File: config.mk
export PLATFORM = sky130hd
export DESIGN_NAME = seg_scan_capture
export DESIGN_NICKNAME = d
export VERILOG_FILES = /design/src/rtl/seg_cap_pkg.sv /design/src/rtl/seg7_pattern_decode.sv /design/src/rtl/seg_scan_capture.sv
export SDC_FILE = /design/constraint.sdc
export NUM_CORES = 1
export LEC_CHECK = 0
export ABC_AREA = 1
export BUFFER_PORTS_ARGS = -buffer_cell sky130_fd_sc_hd__buf_2
export CAP_MARGIN = 20
export CORE_MARGIN = 5
export CORE_UTILIZATION = 60
export CTS_BUF_LIST = sky130_fd_sc_hd__clkbuf_8
export CTS_CLUSTER_SIZE = 30
export DETAILED_ROUTE_END_ITERATION = 12
export PLACE_DENSITY_LB_ADDON = 0.3
export REMOVE_ABC_BUFFERS = 1
export SYNTH_ARGS = -nofsm -noshare
export SYNTH_HDL_FRONTEND = slang
export SYNTH_HIERARCHICAL = 1
export SYNTH_SLANG_ARGS = --single-unit
File: constraint.sdc
create_clock -name sys_clk -period 2.8 [get_ports sys_clk]
set_input_delay 0.14 -clock sys_clk [delete_from_list [all_inputs] [get_ports sys_clk]]
set_output_delay 0.14 -clock sys_clk [all_outputs]
set_load 0.01 [all_outputs]
File: src/rtl/seg_cap_pkg.sv
`default_nettype none
// +------------------------------------------------------------------------+
// | Module   : seg_cap_pkg                                                 |
// | Purpose  : Shared definitions for the 7-segment scan capture block:    |
// |            capture FSM state encoding, the 16-entry hex segment table  |
// |            (active-low g..a) and the blank pattern.                    |
// | Ports    : none (package)                                              |
// | Revision : 1.0 - initial release                                       |
// +------------------------------------------------------------------------+
package seg_cap_pkg;

  typedef enum logic [1:0] {
    ST_WAIT    = 2'd0,
    ST_SETTLE  = 2'd1,
    ST_CAPTURE = 2'd2
  } cap_state_t;

  // All segments dark.
  localparam logic [6:0] SEG_BLANK = 7'h7F;

  // Active-low segment code for nibble n lives at [7n+6:7n].
  localparam logic [111:0] SEG_DECODE_TABLE = {
    7'h0E, 7'h06, 7'h21, 7'h46, 7'h03, 7'h08, 7'h10, 7'h00,
    7'h78, 7'h02, 7'h12, 7'h19, 7'h30, 7'h24, 7'h79, 7'h40
  };

  function automatic logic [6:0] seg_code(input logic [3:0] nib);
    return SEG_DECODE_TABLE[7*nib +: 7];
  endfunction

endpackage
`default_nettype wire

File: src/rtl/seg7_pattern_decode.sv
`default_nettype none
// +------------------------------------------------------------------------+
// | Module   : seg7_pattern_decode                                         |
// | Purpose  : Combinational inverse of the hex 7-segment table. Maps an   |
// |            active-low g..a pattern back to its nibble.                 |
// | Ports    : pattern [6:0] in  - active-low segments g..a                |
// |            nibble  [3:0] out - recovered hex value (0 when not valid)  |
// |            valid         out - pattern is one of the 16 hex glyphs     |
// | Revision : 1.0 - initial release                                       |
// +------------------------------------------------------------------------+
module seg7_pattern_decode
  import seg_cap_pkg::*;
(
  input  logic [6:0] pattern,
  output logic [3:0] nibble,
  output logic       valid
);

  always_comb begin
    nibble = 4'h0;
    valid  = 1'b0;
    // Table entries are unique, so at most one iteration matches.
    for (int i = 0; i < 16; i++) begin
      if (pattern == seg_code(4'(i))) begin
        nibble = 4'(i);
        valid  = 1'b1;
      end
    end
    // The blank glyph is never in the table; kept explicit for clarity.
    if (pattern == SEG_BLANK) begin
      valid = 1'b0;
    end
  end

endmodule
`default_nettype wire

File: src/rtl/seg_scan_capture.sv
`default_nettype none
// +------------------------------------------------------------------------+
// | Module   : seg_scan_capture                                            |
// | Purpose  : Monitors a multiplexed active-low segment/digit bus of a    |
// |            common-anode display, recovers the hex value and decimal    |
// |            point per digit, and pulses frame_valid once every digit    |
// |            has been captured.                                          |
// | Ports    : sys_clk, sys_rst_n (async, active-low)                      |
// |            seg_in[7:0]      active-low segments, bit7 = dp             |
// |            dig_in[DIGITS-1:0] active-low one-hot digit select          |
// |            value[4*DIGITS-1:0] captured nibbles, digit k at [4k+3:4k]  |
// |            dp, digit_err    per-digit dp (active-high) / bad pattern   |
// |            frame_valid      one-cycle pulse per complete frame         |
// |            scan_lost        watchdog flag                              |
// | Options  : SEG_CAP_TIMEOUT_EN - enables the scan watchdog; without it  |
// |            scan_lost is tied low.                                      |
// | Revision : 1.0 - initial release                                       |
// +------------------------------------------------------------------------+
module seg_scan_capture
  import seg_cap_pkg::*;
#(
  parameter int DIGITS         = 8,
  parameter int STABLE_CYCLES  = 4,
  parameter int TIMEOUT_CYCLES = 1_000_000
) (
  input  logic                  sys_clk,
  input  logic                  sys_rst_n,
  input  logic [7:0]            seg_in,
  input  logic [DIGITS-1:0]     dig_in,
  output logic [4*DIGITS-1:0]   value,
  output logic [DIGITS-1:0]     dp,
  output logic [DIGITS-1:0]     digit_err,
  output logic                  frame_valid,
  output logic                  scan_lost
);

  localparam logic [7:0] CNT_LAST = 8'(STABLE_CYCLES - 1);

  if (DIGITS < 1 || DIGITS > 8 || STABLE_CYCLES < 2 || STABLE_CYCLES > 255 ||
      TIMEOUT_CYCLES < 2) begin : g_param_check
    $error("seg_scan_capture: parameter out of range");
  end

  // ---------------------------------------------------------------------
  // Input synchronisers; they idle at all-ones (dark display, no digit).
  // seg_prev/dig_prev hold the previous synchronised pair for change
  // detection and are also the settled pair used at capture time.
  // ---------------------------------------------------------------------
  logic [7:0]        seg_meta, seg_sync, seg_prev;
  logic [DIGITS-1:0] dig_meta, dig_sync, dig_prev;

  always_ff @(posedge sys_clk or negedge sys_rst_n) begin
    if (!sys_rst_n) begin
      seg_meta <= '1;
      seg_sync <= '1;
      seg_prev <= '1;
      dig_meta <= '1;
      dig_sync <= '1;
      dig_prev <= '1;
    end else begin
      seg_meta <= seg_in;
      seg_sync <= seg_meta;
      seg_prev <= seg_sync;
      dig_meta <= dig_in;
      dig_sync <= dig_meta;
      dig_prev <= dig_sync;
    end
  end

  logic pair_changed;
  assign pair_changed = (seg_sync != seg_prev) || (dig_sync != dig_prev);

  // ---------------------------------------------------------------------
  // Settle FSM
  // ---------------------------------------------------------------------
  cap_state_t state;
  logic [7:0] stable_cnt;
  logic [7:0] cnt_next;

  assign cnt_next = stable_cnt + 8'd1;

  always_ff @(posedge sys_clk or negedge sys_rst_n) begin
    if (!sys_rst_n) begin
      state      <= ST_WAIT;
      stable_cnt <= 8'd0;
    end else begin
      case (state)
        ST_WAIT: begin
          if (pair_changed) begin
            stable_cnt <= 8'd0;
            state      <= ST_SETTLE;
          end
        end
        ST_SETTLE: begin
          if (pair_changed) begin
            stable_cnt <= 8'd0;
          end else begin
            stable_cnt <= cnt_next;
            if (cnt_next == CNT_LAST) begin
              state <= ST_CAPTURE;
            end
          end
        end
        ST_CAPTURE: begin
          stable_cnt <= 8'd0;
          state      <= ST_WAIT;
        end
        default: begin
          stable_cnt <= 8'd0;
          state      <= ST_WAIT;
        end
      endcase
    end
  end

  // ---------------------------------------------------------------------
  // Capture qualification: exactly one active (low) digit select.
  // ---------------------------------------------------------------------
  logic [DIGITS-1:0] dig_act;
  logic              single_digit;
  logic              capture_en;

  assign dig_act      = ~dig_prev;
  assign single_digit = (dig_act != '0) &&
                        ((dig_act & (dig_act - DIGITS'(1))) == '0);
  assign capture_en   = (state == ST_CAPTURE) && single_digit;

  logic [3:0] pat_nibble;
  logic       pat_valid;

  seg7_pattern_decode u_decode (
    .pattern (seg_prev[6:0]),
    .nibble  (pat_nibble),
    .valid   (pat_valid)
  );

  // ---------------------------------------------------------------------
  // Per-digit result slots
  // ---------------------------------------------------------------------
  for (genvar k = 0; k < DIGITS; k++) begin : g_digit
    logic [3:0] val_q;
    logic       dp_q;
    logic       err_q;

    always_ff @(posedge sys_clk or negedge sys_rst_n) begin
      if (!sys_rst_n) begin
        val_q <= 4'h0;
        dp_q  <= 1'b0;
        err_q <= 1'b0;
      end else if (capture_en && dig_act[k]) begin
        if (pat_valid) begin
          val_q <= pat_nibble;
          dp_q  <= ~seg_prev[7];
          err_q <= 1'b0;
        end else begin
          // Unrecognised glyph: keep the last good value and dp.
          err_q <= 1'b1;
        end
      end
    end

    assign value[4*k +: 4] = val_q;
    assign dp[k]           = dp_q;
    assign digit_err[k]    = err_q;
  end

  // ---------------------------------------------------------------------
  // Frame tracking (and optional scan watchdog)
  // ---------------------------------------------------------------------
  logic [DIGITS-1:0] seen;
  logic [DIGITS-1:0] cap_mask;
  logic              seen_full;

  assign cap_mask  = capture_en ? dig_act : '0;
  assign seen_full = &seen;

`ifdef SEG_CAP_TIMEOUT_EN
  localparam int WD_W = $clog2(TIMEOUT_CYCLES);
  localparam logic [WD_W-1:0] WD_LAST = WD_W'(TIMEOUT_CYCLES - 1);

  logic [WD_W-1:0] wd_cnt;
  logic            wd_expire;

  assign wd_expire = (wd_cnt == WD_LAST);

  always_ff @(posedge sys_clk or negedge sys_rst_n) begin
    if (!sys_rst_n) begin
      wd_cnt    <= '0;
      scan_lost <= 1'b0;
    end else if (frame_valid) begin
      wd_cnt    <= '0;
      scan_lost <= 1'b0;
    end else if (wd_expire) begin
      wd_cnt    <= '0;
      scan_lost <= 1'b1;
    end else begin
      wd_cnt    <= wd_cnt + WD_W'(1);
    end
  end
`else
  logic wd_expire;
  assign wd_expire = 1'b0;
  assign scan_lost = 1'b0;
`endif

  always_ff @(posedge sys_clk or negedge sys_rst_n) begin
    if (!sys_rst_n) begin
      seen        <= '0;
      frame_valid <= 1'b0;
    end else begin
      frame_valid <= seen_full;
      if (wd_expire) begin
        seen <= '0;
      end else begin
        // A capture landing on the completion cycle starts the next frame.
        seen <= (seen_full ? '0 : seen) | cap_mask;
      end
    end
  end

endmodule
`default_nettype wire

### Word level (Yosys, flattened, before mapping)

Cells that the tools add are included.

* bits in registers: 115
* word-level logic and storage cells: 131
* bits of input ports: 18
* output and inout bits: 50

* add/sub/neg operators: 2
* muxes and demuxes: 42
* reduce and logical (&&, ||, !) cells: 25
* equal/unequal tests: 24
* bitwise logic cells: 4

Operators with widths (number)
* 7-bit == test, second input constant: 5
* 4-bit two-way mux: 8
* 8-bit two-way mux: 4
* 7-bit by 5-bit == test with 1-bit output, second input constant: 3
* 7-bit by 6-bit == test with 1-bit output, second input constant: 3
* 1-bit two-way mux: 19
* 8-bit inequality test: 2
* 8-bit case mux with 2 select lines: 1
* 2-bit AND reduction: 8
* 7-bit by 2-bit == test with 1-bit output, second input constant: 2
* 7-bit by 4-bit == test with 1-bit output, second input constant: 2
* 3-bit two-way mux: 4
* 1-bit logical AND: 10
* 2-bit two-way mux: 5
* 8-bit by 1-bit adder with 8-bit output, second input constant: 1
* 8-bit bitwise AND: 1
* 8-bit by 2-bit == test with 1-bit output, second input constant: 1
* 8-bit zero test: 1
* 8-bit inverter: 1
* 8-bit OR: 1
* 8-bit AND reduction: 1
* 8-bit nonzero test: 1
* 8-bit by 1-bit subtractor with 8-bit output, second input constant: 1
* 7-bit by 3-bit == test with 1-bit output, second input constant: 1
* 9 further kinds: 11

### Longest topological paths before layout

Gate-level depths: netlist of the first run.

* word-level depth: 19
* depth in mapped cells: 13
* depth with buffers taken out: 12

### Hierarchy

Netlist of the first run, hierarchy kept.

By module, submodules not included
* seg_scan_capture: cells an instance 511, instances 1, area an instance 4830.9 µm², sequential area each 2937.8 µm²
* seg7_pattern_decode: cells an instance 62, instances 1, area an instance 297.8 µm², sequential area each 0.0 µm²

### Worst setup path after synthesis of the first run

No wires, ideal clock.

* kind: reg2reg
* from: register seg_prev[4]
* to: register g_digit[0].dp_q
* path slack: 0.530 ns
* stages on the path, launching flop included: 13
* period minus slack after synthesis: 2.270 ns
* library setup time: 0.118 ns
* arrival: 2.152 ns
* buffers on the path: 2
* data required time: 2.682 ns
* cell sequence: dfstp_2 -> inv_1 -> nor3_1 -> inv_1 -> a21oi_1 -> or2_1 -> nor2_1 -> nand2_1 -> buf_1 -> clkbuf_1 -> nand3_1 -> nand2_1 -> nand2_1

* cells in the longest elaborated chain, start to end: 19
* elaborated cells between the ends (all ways): 35
* those cells by class: eq/ne: 16; mux: 17; reduce/logical: 2

Ends and longest elaborated chain
* from (decl): RTL line seg_scan_capture.sv:49 `logic [7:0] seg_meta, seg_sync, seg_prev;`
* from (signal assigned): RTL line seg_scan_capture.sv:63 `seg_prev <= seg_sync;`
* 7-bit == test: RTL line seg7_pattern_decode.sv:24 `if (pattern == seg_code(4'(i))) begin`
* 1-bit two-way mux (16 in a row): RTL line seg7_pattern_decode.sv:24
* 1-bit two-way mux (*): RTL line seg7_pattern_decode.sv:30 `if (pattern == SEG_BLANK) begin`
* net pat_valid: RTL line seg_scan_capture.sv:129 `logic pat_valid;`
* 2-bit AND reduction (no line) (*)
* to (signal assigned): RTL line seg_scan_capture.sv:153 `dp_q <= ~seg_prev[7];`
* to (decl): RTL line seg_scan_capture.sv:142 `logic dp_q;`

The timed path passes the listed nets; every way through them passes the cells marked *.
A chain may end at the register's enable or synchronous reset.

### Worst setup path after layout of the first run

* from: register seg_prev[4]
* to: register g_digit[1].dp_q

* cells in the longest elaborated chain, start to end: 19
* elaborated cells between the ends (all ways): 35
* those cells by class: eq/ne: 16; mux: 17; reduce/logical: 2

Ends and longest elaborated chain (RTL line)
* 7-bit == test: seg7_pattern_decode.sv:24
* 1-bit two-way mux (16 in a row): seg7_pattern_decode.sv:24
* 1-bit two-way mux (*): seg7_pattern_decode.sv:30
* net pat_valid: seg_scan_capture.sv:129
* 2-bit AND reduction (no line) (*)
* to (signal assigned): seg_scan_capture.sv:153
* to (decl): seg_scan_capture.sv:142

Marks and branches as above.

==> results of run 1 <==
layout make-up:
type	instances	area, µm²
timing repair buffer	86	563
multi-input combinational	373	1770
tap	105	131
inverter	52	195
sequential	115	2940
clock inverter	12	161
clock buffer	20	275
fill	602	2220
state kept, by name, indices dropped and copies added (netlist names):
signal,cells
g_digit.dp_q,8
seen,8
seg_sync,8
g_digit.val_q,32
g_digit.err_q,8
frame_valid,1
seg_prev,8
stable_cnt,8
dig_sync,8
state,2
dig_prev,8
seg_meta,8
dig_meta,8
cell families after synthesis:
group           share of synthesized area (%)
fa+ha+maj                               0.488
other cells                            0.0731
simple gates                             29.2
xor+xnor                                 1.54
flops                                    57.3
compound gates                           3.15
buf+inv                                  8.27
cell usage after synthesis (all sizes together):
| library cell | number |
|---|---|
| a21oi | 4 |
| and2 | 3 |
| buf | 26 |
| clkbuf | 7 |
| clkinv | 2 |
| conb | 1 |
| dfrtp | 67 |
| dfstp | 48 |
| ha | 2 |
| inv | 50 |
| nand2 | 197 |
| nand3 | 32 |
| nand3b | 3 |
| nand4 | 49 |
| nor2 | 41 |
| nor3 | 2 |
| o21a | 1 |
| o21ai | 26 |
| or2 | 3 |
| xnor2 | 7 |
| xor2 | 2 |
power breakdown:
part           internal, W  switching [W]
registers          0.00173      0.0000297
clock network      0.00103       0.000645
logic            0.0000629       0.000125
worst min path at each step:
stage,startpoint,to,cells past startpoint
after floorplan,sys_rst_n,frame_valid$_DFF_PN0_,0
after global placement,sys_rst_n,g_digit[2].val_q[1]$_DFFE_PN0P_,1
after detailed placement,sys_rst_n,g_digit[2].val_q[1]$_DFFE_PN0P_,1
after CTS,sys_rst_n,g_digit[2].val_q[1]$_DFFE_PN0P_,2
after global routing,sys_rst_n,g_digit[2].val_q[1]$_DFFE_PN0P_,2
final,sys_rst_n,g_digit[2].val_q[1]$_DFFE_PN0P_,2
stage by stage:
| stage | setup slack [ps] | hold slack [ps] | power [W] | cell area (µm²) |
|---|---|---|---|---|
| 4_1_cts | 691 | 255 | 0.00365 | 6040 |
| 3_5_place_dp | 712 | 164 | 0.00195 | 5430 |
| 3_3_place_gp | 839 | 151 | 0.00195 | 5430 |
| 2_1_floorplan | 89.7 | -156 | 0.00187 | 4900 |
| 6_report | 664 | 246 | 0.00362 | 6040 |
| 5_1_grt | 510 | 306 | 0.00375 | 6040 |
metal layers:
layer  up-vias  global-route usage (%)  part of all wire [%]
li1       1972                       -                     -
met1      1846                    27.5                    43
met2       147                    35.3                    49
met3        14                    5.19                   7.1
met4         0                    8.38                   1.4
met5         -                       0                     0
==> key figures, run 1 <==
Critical path
  • CP Max Fanout: 56
  • Worst reg2reg path depth: 11
  • Critical path class: reg -> reg
  • Bufs and invs on worst path: 3
  • Worst R2R Setup Slack: 660 ps
  • Arrival @ worst endpoint: 2440 ps
  • CP Launch Type: register
  • Critical path depth in cells: 11
  • Largest stage delay, worst path: 580 ps
  • Critical Path Start: seg_prev[4]$_DFF_PN1_
  • Most frequent cell on the critical path: nand2_1
  • Critical Path Sink Type: register
  • Top Family by Delay on Critical Path: simple AND/OR/NAND/NOR gates
  • R2r endpoint: g_digit[1].dp_q$_DFFE_PN0P_
  • Last element of the critical path: g_digit[1].dp_q$_DFFE_PN0P_
  • Worst EP required: 3110 ps
  • R2r startpoint: seg_prev[4]$_DFF_PN1_
  • Worst-path cell chain: inv_1, nor3_1, inv_1, a21oi_1, or2_1, nor2_1, nand2_1, buf_12, nand3_1, nand2_1, nand2_1
  • Worst path slowest cell: dfstp_2

Job
  • Maxcap violations: 0

Power and ir drop
  • Leakage Power: 3.19 nW
  • Power density cells: 599 nW/µm²
  • Peak VDD IR: 549 µV

Global route
  • All-Layer GR Usage: 21.4%
  • Largest net degree at the start of global routing: 71
  • Remaining Overflow, GRT: 0
  • Global-route wire length before repair: 17500 µm
  • Initial antenna violation count: 0
  • Vias in the first global route: 3873

CTS
  • Clock root buffer master: clkbuf_8
  • Num CTS Buffers: 17
  • Cts-stage hold buffer count: 17
  • CTS H-Tree Depth: 4
  • Post-CTS setup repair buffer count: 0
  • TritonCTS clock tree: built
  • Clock slew seen by the registers of the worst setup and hold paths: 70 ps
  • Post-CTS Resized: 0
  • Clock sink count: 115
  • Clock latency on the worst-skew pair: 430 ps
  • CTS max path bufs: 2

Synth
  • Mapped Area: 5130 µm²
  • Post-Synthesis Cells: 573
  • Synth top area cells: dfrtp_1 33%, dfstp_2 25%, nand2_1 14%
  • Post-synthesis sequential area ratio: 57.3%
  • Top cell type's share of synthesized area: 32.7%
  • Leading area contributor after synthesis: dfrtp_1
  • Synth Area per Inst: 8.95 µm²
  • Syn. warnings: 6
  • Yosys cell types: 32
  • Post-synthesis register bit count: 115

Detailed routing
  • Post-DRT Antenna Nets: 0
  • Initial DRC Count: 185
  • Post-route DRC: 0
  • Vias per cell: 5.21
  • Detailed Route WL: 10300 µm
  • Mean routed wirelength per cell: 13.5 µm
  • Via count: 3979
  • Drt pass-1 iters: 5

Cells and area
  • Post-layout util: 73.1%
  • Most frequent cells in the layout: 193 x nand2_1, 67 x dfrtp_1, 65 x buf_2
  • Fin nets: 665
  • Finished Layout Cells: 763
  • Layout cells sized above 1: 26.6%
  • Ant. Diodes: 0
  • Synth-to-Final Area Change: 17.7%
  • Most common cell after layout, fill and taps aside: nand2_1

STA
  • Worst clock skew: 10.5 ps
  • Max-slew violation count: 0
  • Unrepaired setup endpoints after global routing: false
  • Slew margin rel.: 59.6%
  • Fmax: 468 MHz
  • Final TNS setup: 0 ps
  • Final setup viols: 0
  • Minimum clock period: 2140 ps
  • Worst-margin pin slew: 604 ps
  • Final worst-path cycle share: 76.3%
  • Fin. Hold Viols: 0

Place
  • Hpwl dp: 6960 µm
  • Placed cells: 714
  • GPL Wtd Cong: 1.02
  • I/O Buffers: 66

Floorplan
  • Core area: 8260 µm²
  • Die Ht: 102 µm
  • # rows: 33
  • Die Wd: 102 µm
  • Initial core utilization: 62.1%
  • Io pins: 68
  • Die area: 10500 µm²

Outcome
  • Status: completed

Hold path
  • Min-delay worst type: in -> async
(Power assumes the default switching activity.)
==> run 2, diff against run 1 <==
Clock period 2.8 ns to 2 ns, I/O delays scaled along.
==> key figures, run 2 (synthesized netlist as in run 1, its figures left out) <==
Detailed routing
  • Mean routed wirelength per cell: 14.5 µm (was 13.5 µm)
  • Post-route DRC: 0 (unchanged)
  • Via count: 4278 (was 3979)
  • Post-DRT Antenna Nets: 0 (unchanged)
  • Detailed Route WL: 11400 µm (was 10300 µm)
  • Initial DRC Count: 285 (was 185)
  • Drt pass-1 iters: 5 (unchanged)
  • Vias per cell: 5.42 (was 5.21)

Floorplan
  • Core area: 8260 µm² (unchanged)
  • Io pins: 68 (unchanged)
  • Die area: 10500 µm² (unchanged)
  • Die Ht: 102 µm (unchanged)
  • Initial core utilization: 62.1% (unchanged)
  • Die Wd: 102 µm (unchanged)
  • # rows: 33 (unchanged)

Critical path
  • Most frequent cell on the critical path: nand2_1 (unchanged)
  • Top Family by Delay on Critical Path: simple AND/OR/NAND/NOR gates (unchanged)
  • Arrival @ worst endpoint: 2300 ps (was 2440 ps)
  • R2r startpoint: seg_prev[5]$_DFF_PN1_ (was seg_prev[4]$_DFF_PN1_)
  • Critical path depth in cells: 11 (unchanged)
  • Bufs and invs on worst path: 1 (was 3)
  • Worst-path cell chain: nand2_1, nor2_1, nand3_1, o21ai_2, nand3b_1, nor2_2, nand2_4, buf_12, nand3_2, nand2_1, nand2_1 (was inv_1, nor3_1, inv_1, a21oi_1, or2_1, nor2_1, nand2_1, buf_12, nand3_1, nand2_1, nand2_1)
  • CP Max Fanout: 7 (was 56)
  • Worst path slowest cell: dfstp_2 (unchanged)
  • Largest stage delay, worst path: 590 ps (was 580 ps)
  • R2r endpoint: g_digit[7].val_q[3]$_DFFE_PN0P_ (was g_digit[1].dp_q$_DFFE_PN0P_)
  • Worst R2R Setup Slack: 4 ps (was 660 ps)
  • Worst reg2reg path depth: 11 (unchanged)
  • CP Launch Type: register (unchanged)
  • Critical path class: reg -> reg (unchanged)
  • Critical Path Sink Type: register (unchanged)
  • Worst EP required: 2300 ps (was 3110 ps)

Power and ir drop
  • Internal power: 0.00349 W (was 0.00282 W)
  • Leakage Power: 3.33 nW (was 3.19 nW)
  • Switch share: 24.9% (was 22.1%)
  • Peak VDD IR: 699 µV (was 549 µV)
  • Seq pwr share: 53.0% (was 48.6%)
  • Final Power: 0.00464 W (was 0.00362 W)
  • Power density cells: 738 nW/µm² (was 599 nW/µm²)
  • Combinational share of power: 7.3% (was 5.2%)
  • Sw Pwr: 0.00116 W (was 0.000799 W)
  • Power share of the clock group: 39.6% (was 46.3%)

CTS
  • Clock root buffer master: clkbuf_8 (unchanged)
  • Clock slew seen by the registers of the worst setup and hold paths: 80 ps (was 70 ps)
  • Clock sink count: 115 (unchanged)
  • CTS max path bufs: 2 (unchanged)
  • Num CTS Buffers: 17 (unchanged)
  • TritonCTS clock tree: built (unchanged)
  • Clock latency on the worst-skew pair: 430 ps (about the same)
  • CTS H-Tree Depth: 4 (unchanged)

STA
  • Unrepaired setup endpoints after global routing: true (was false)
  • Hold WS: 88.7 ps (was 246 ps)
  • Slew margin rel.: 60.0% (was 59.6%)
  • Worst clock skew: 14.7 ps (was 10.5 ps)
  • Worst-margin pin slew: 598 ps (was 604 ps)
  • Fmax: 501 MHz (was 468 MHz)
  • Fin. Hold Viols: 0 (unchanged)
  • Final worst-path cycle share: 99.8% (was 76.3%)
  • Minimum clock period: 2000 ps (was 2140 ps)
  • Final setup viols: 0 (unchanged)
  • Max-slew violation count: 0 (unchanged)

Cells and area
  • Most frequent cells in the layout: 191 x nand2_1, 67 x dfrtp_1, 65 x buf_2 (was 193 x nand2_1, 67 x dfrtp_1, 65 x buf_2)
  • Layout cells sized above 1: 31.9% (was 26.6%)
  • Most common cell after layout, fill and taps aside: nand2_1 (unchanged)
  • Fill cells: 563 (was 602)
  • Biggest register: g_digit.val_q (unchanged)
  • Number of flip-flops in the largest register: 32 (unchanged)
  • Ant. Diodes: 0 (unchanged)
  • Synth-to-Final Area Change: 22.6% (was 17.7%)
  • Fin nets: 691 (was 665)

Global route
  • Most Crowded Layer GR: met2 (unchanged)
  • GR Util met1: 28.3% (was 27.5%)
  • Vias in the first global route: 4042 (was 3873)
  • M2 GR Usage: 36.0% (was 35.3%)
  • Global-route wire length before repair: 18200 µm (was 17500 µm)
  • All-Layer GR Usage: 22.4% (was 21.4%)
  • M3 GR Usage: 6.42% (was 5.19%)
  • Remaining Overflow, GRT: 0 (unchanged)
  • Initial antenna violation count: 0 (unchanged)
  • Largest net degree at the start of global routing: 68 (was 71)

Job
  • Maxcap violations: 0 (unchanged)

Place
  • GPL Wtd Cong: 0.884 (was 1.02)
  • I/O Buffers: 66 (unchanged)
  • Hpwl dp: 7540 µm (was 6960 µm)

Outcome
  • Status: completed (unchanged)

Hold path
  • Min-delay worst type: in -> async (unchanged)
==> run 2: changes by cell type in the layout (fill, tap and decap cells not counted), moves of 4 or more <==
cell | before | now
buf_6 | 0 | 4
nor2_2 | 3 | 8
buf_4 | 1 | 20
bufinv_16 | 4 | 0
nor2_1 | 36 | 29
==> run 2: stage by stage <==
stage,setup slack [ps],TNS [ps],utilization [%],area [µm²],cells
3_5_place_dp,-58.3,-638,66.4,5480,723
6_report,3.71,0,76.2,6290,789
3_3_place_gp,31.7,0,66.4,5480,723
5_1_grt,-102,-1880,76.2,6290,789
4_1_cts,5.83,0,72.9,6020,772
2_1_floorplan,-710,-32950,-,4900,540
==> run 2: worst max-delay path by stage <==
stage                          startpoint                              end  slack [ps]
floorplan           dig_prev[0]$_DFF_PN1_  g_digit[0].val_q[0]$_DFFE_PN0P_        -710
global placement    seg_prev[6]$_DFF_PN1_  g_digit[2].val_q[2]$_DFFE_PN0P_          30
detailed placement  seg_prev[4]$_DFF_PN1_      g_digit[4].dp_q$_DFFE_PN0P_         -60
CTS                 seg_prev[0]$_DFF_PN1_  g_digit[6].val_q[0]$_DFFE_PN0P_           6
global route        seg_prev[3]$_DFF_PN1_  g_digit[7].val_q[3]$_DFFE_PN0P_        -100
finish              seg_prev[5]$_DFF_PN1_  g_digit[7].val_q[3]$_DFFE_PN0P_           4
==> run 2: area by class of cell <==
cell class / count / area (µm²) / area share (%)
inverter: 52 / 198 / 3.14
clock buffer: 20 / 275 / 4.38
sequential: 115 / 2940 / 46.7
tap: 105 / 131 / 2.09
clock inverter: 12 / 65.1 / 1.03
multi-input combinational: 373 / 1860 / 29.6
timing repair buffer: 112 / 821 / 13.1
==> run 2: metal layers <==
metal / share of wire (%) / wire, µm
met1: 40 / 4580
met4: 2.8 / 319
met3: 7.3 / 836
met2: 50 / 5700
met5: 0 / 0
==> run 2: power groups by stage <==
| stage | logic [W] | clock network (W) | registers, W |
|---|---|---|---|
| 2_1_floorplan | 0.000128 | 0 | 0.00249 |
| 3_3_place_gp | 0.000242 | 0 | 0.00249 |
| 3_5_place_dp | 0.000250 | 0 | 0.00250 |
| 4_1_cts | 0.000280 | 0.00189 | 0.00246 |
| 5_1_grt | 0.000379 | 0.00201 | 0.00247 |
| 6_report | 0.000341 | 0.00184 | 0.00246 |
==> run 2: timing repair <==
item / 4_1_cts / 5_1_grt
pin swaps: 0 / 6
gates cloned: 0 / 2
gates resized for setup: 6 / 29
hold endpoints to repair: 83 / 0
hold buffers: 17 / 0
endpoints found under the setup margin: 23 / 49
setup buffers: 0 / 15
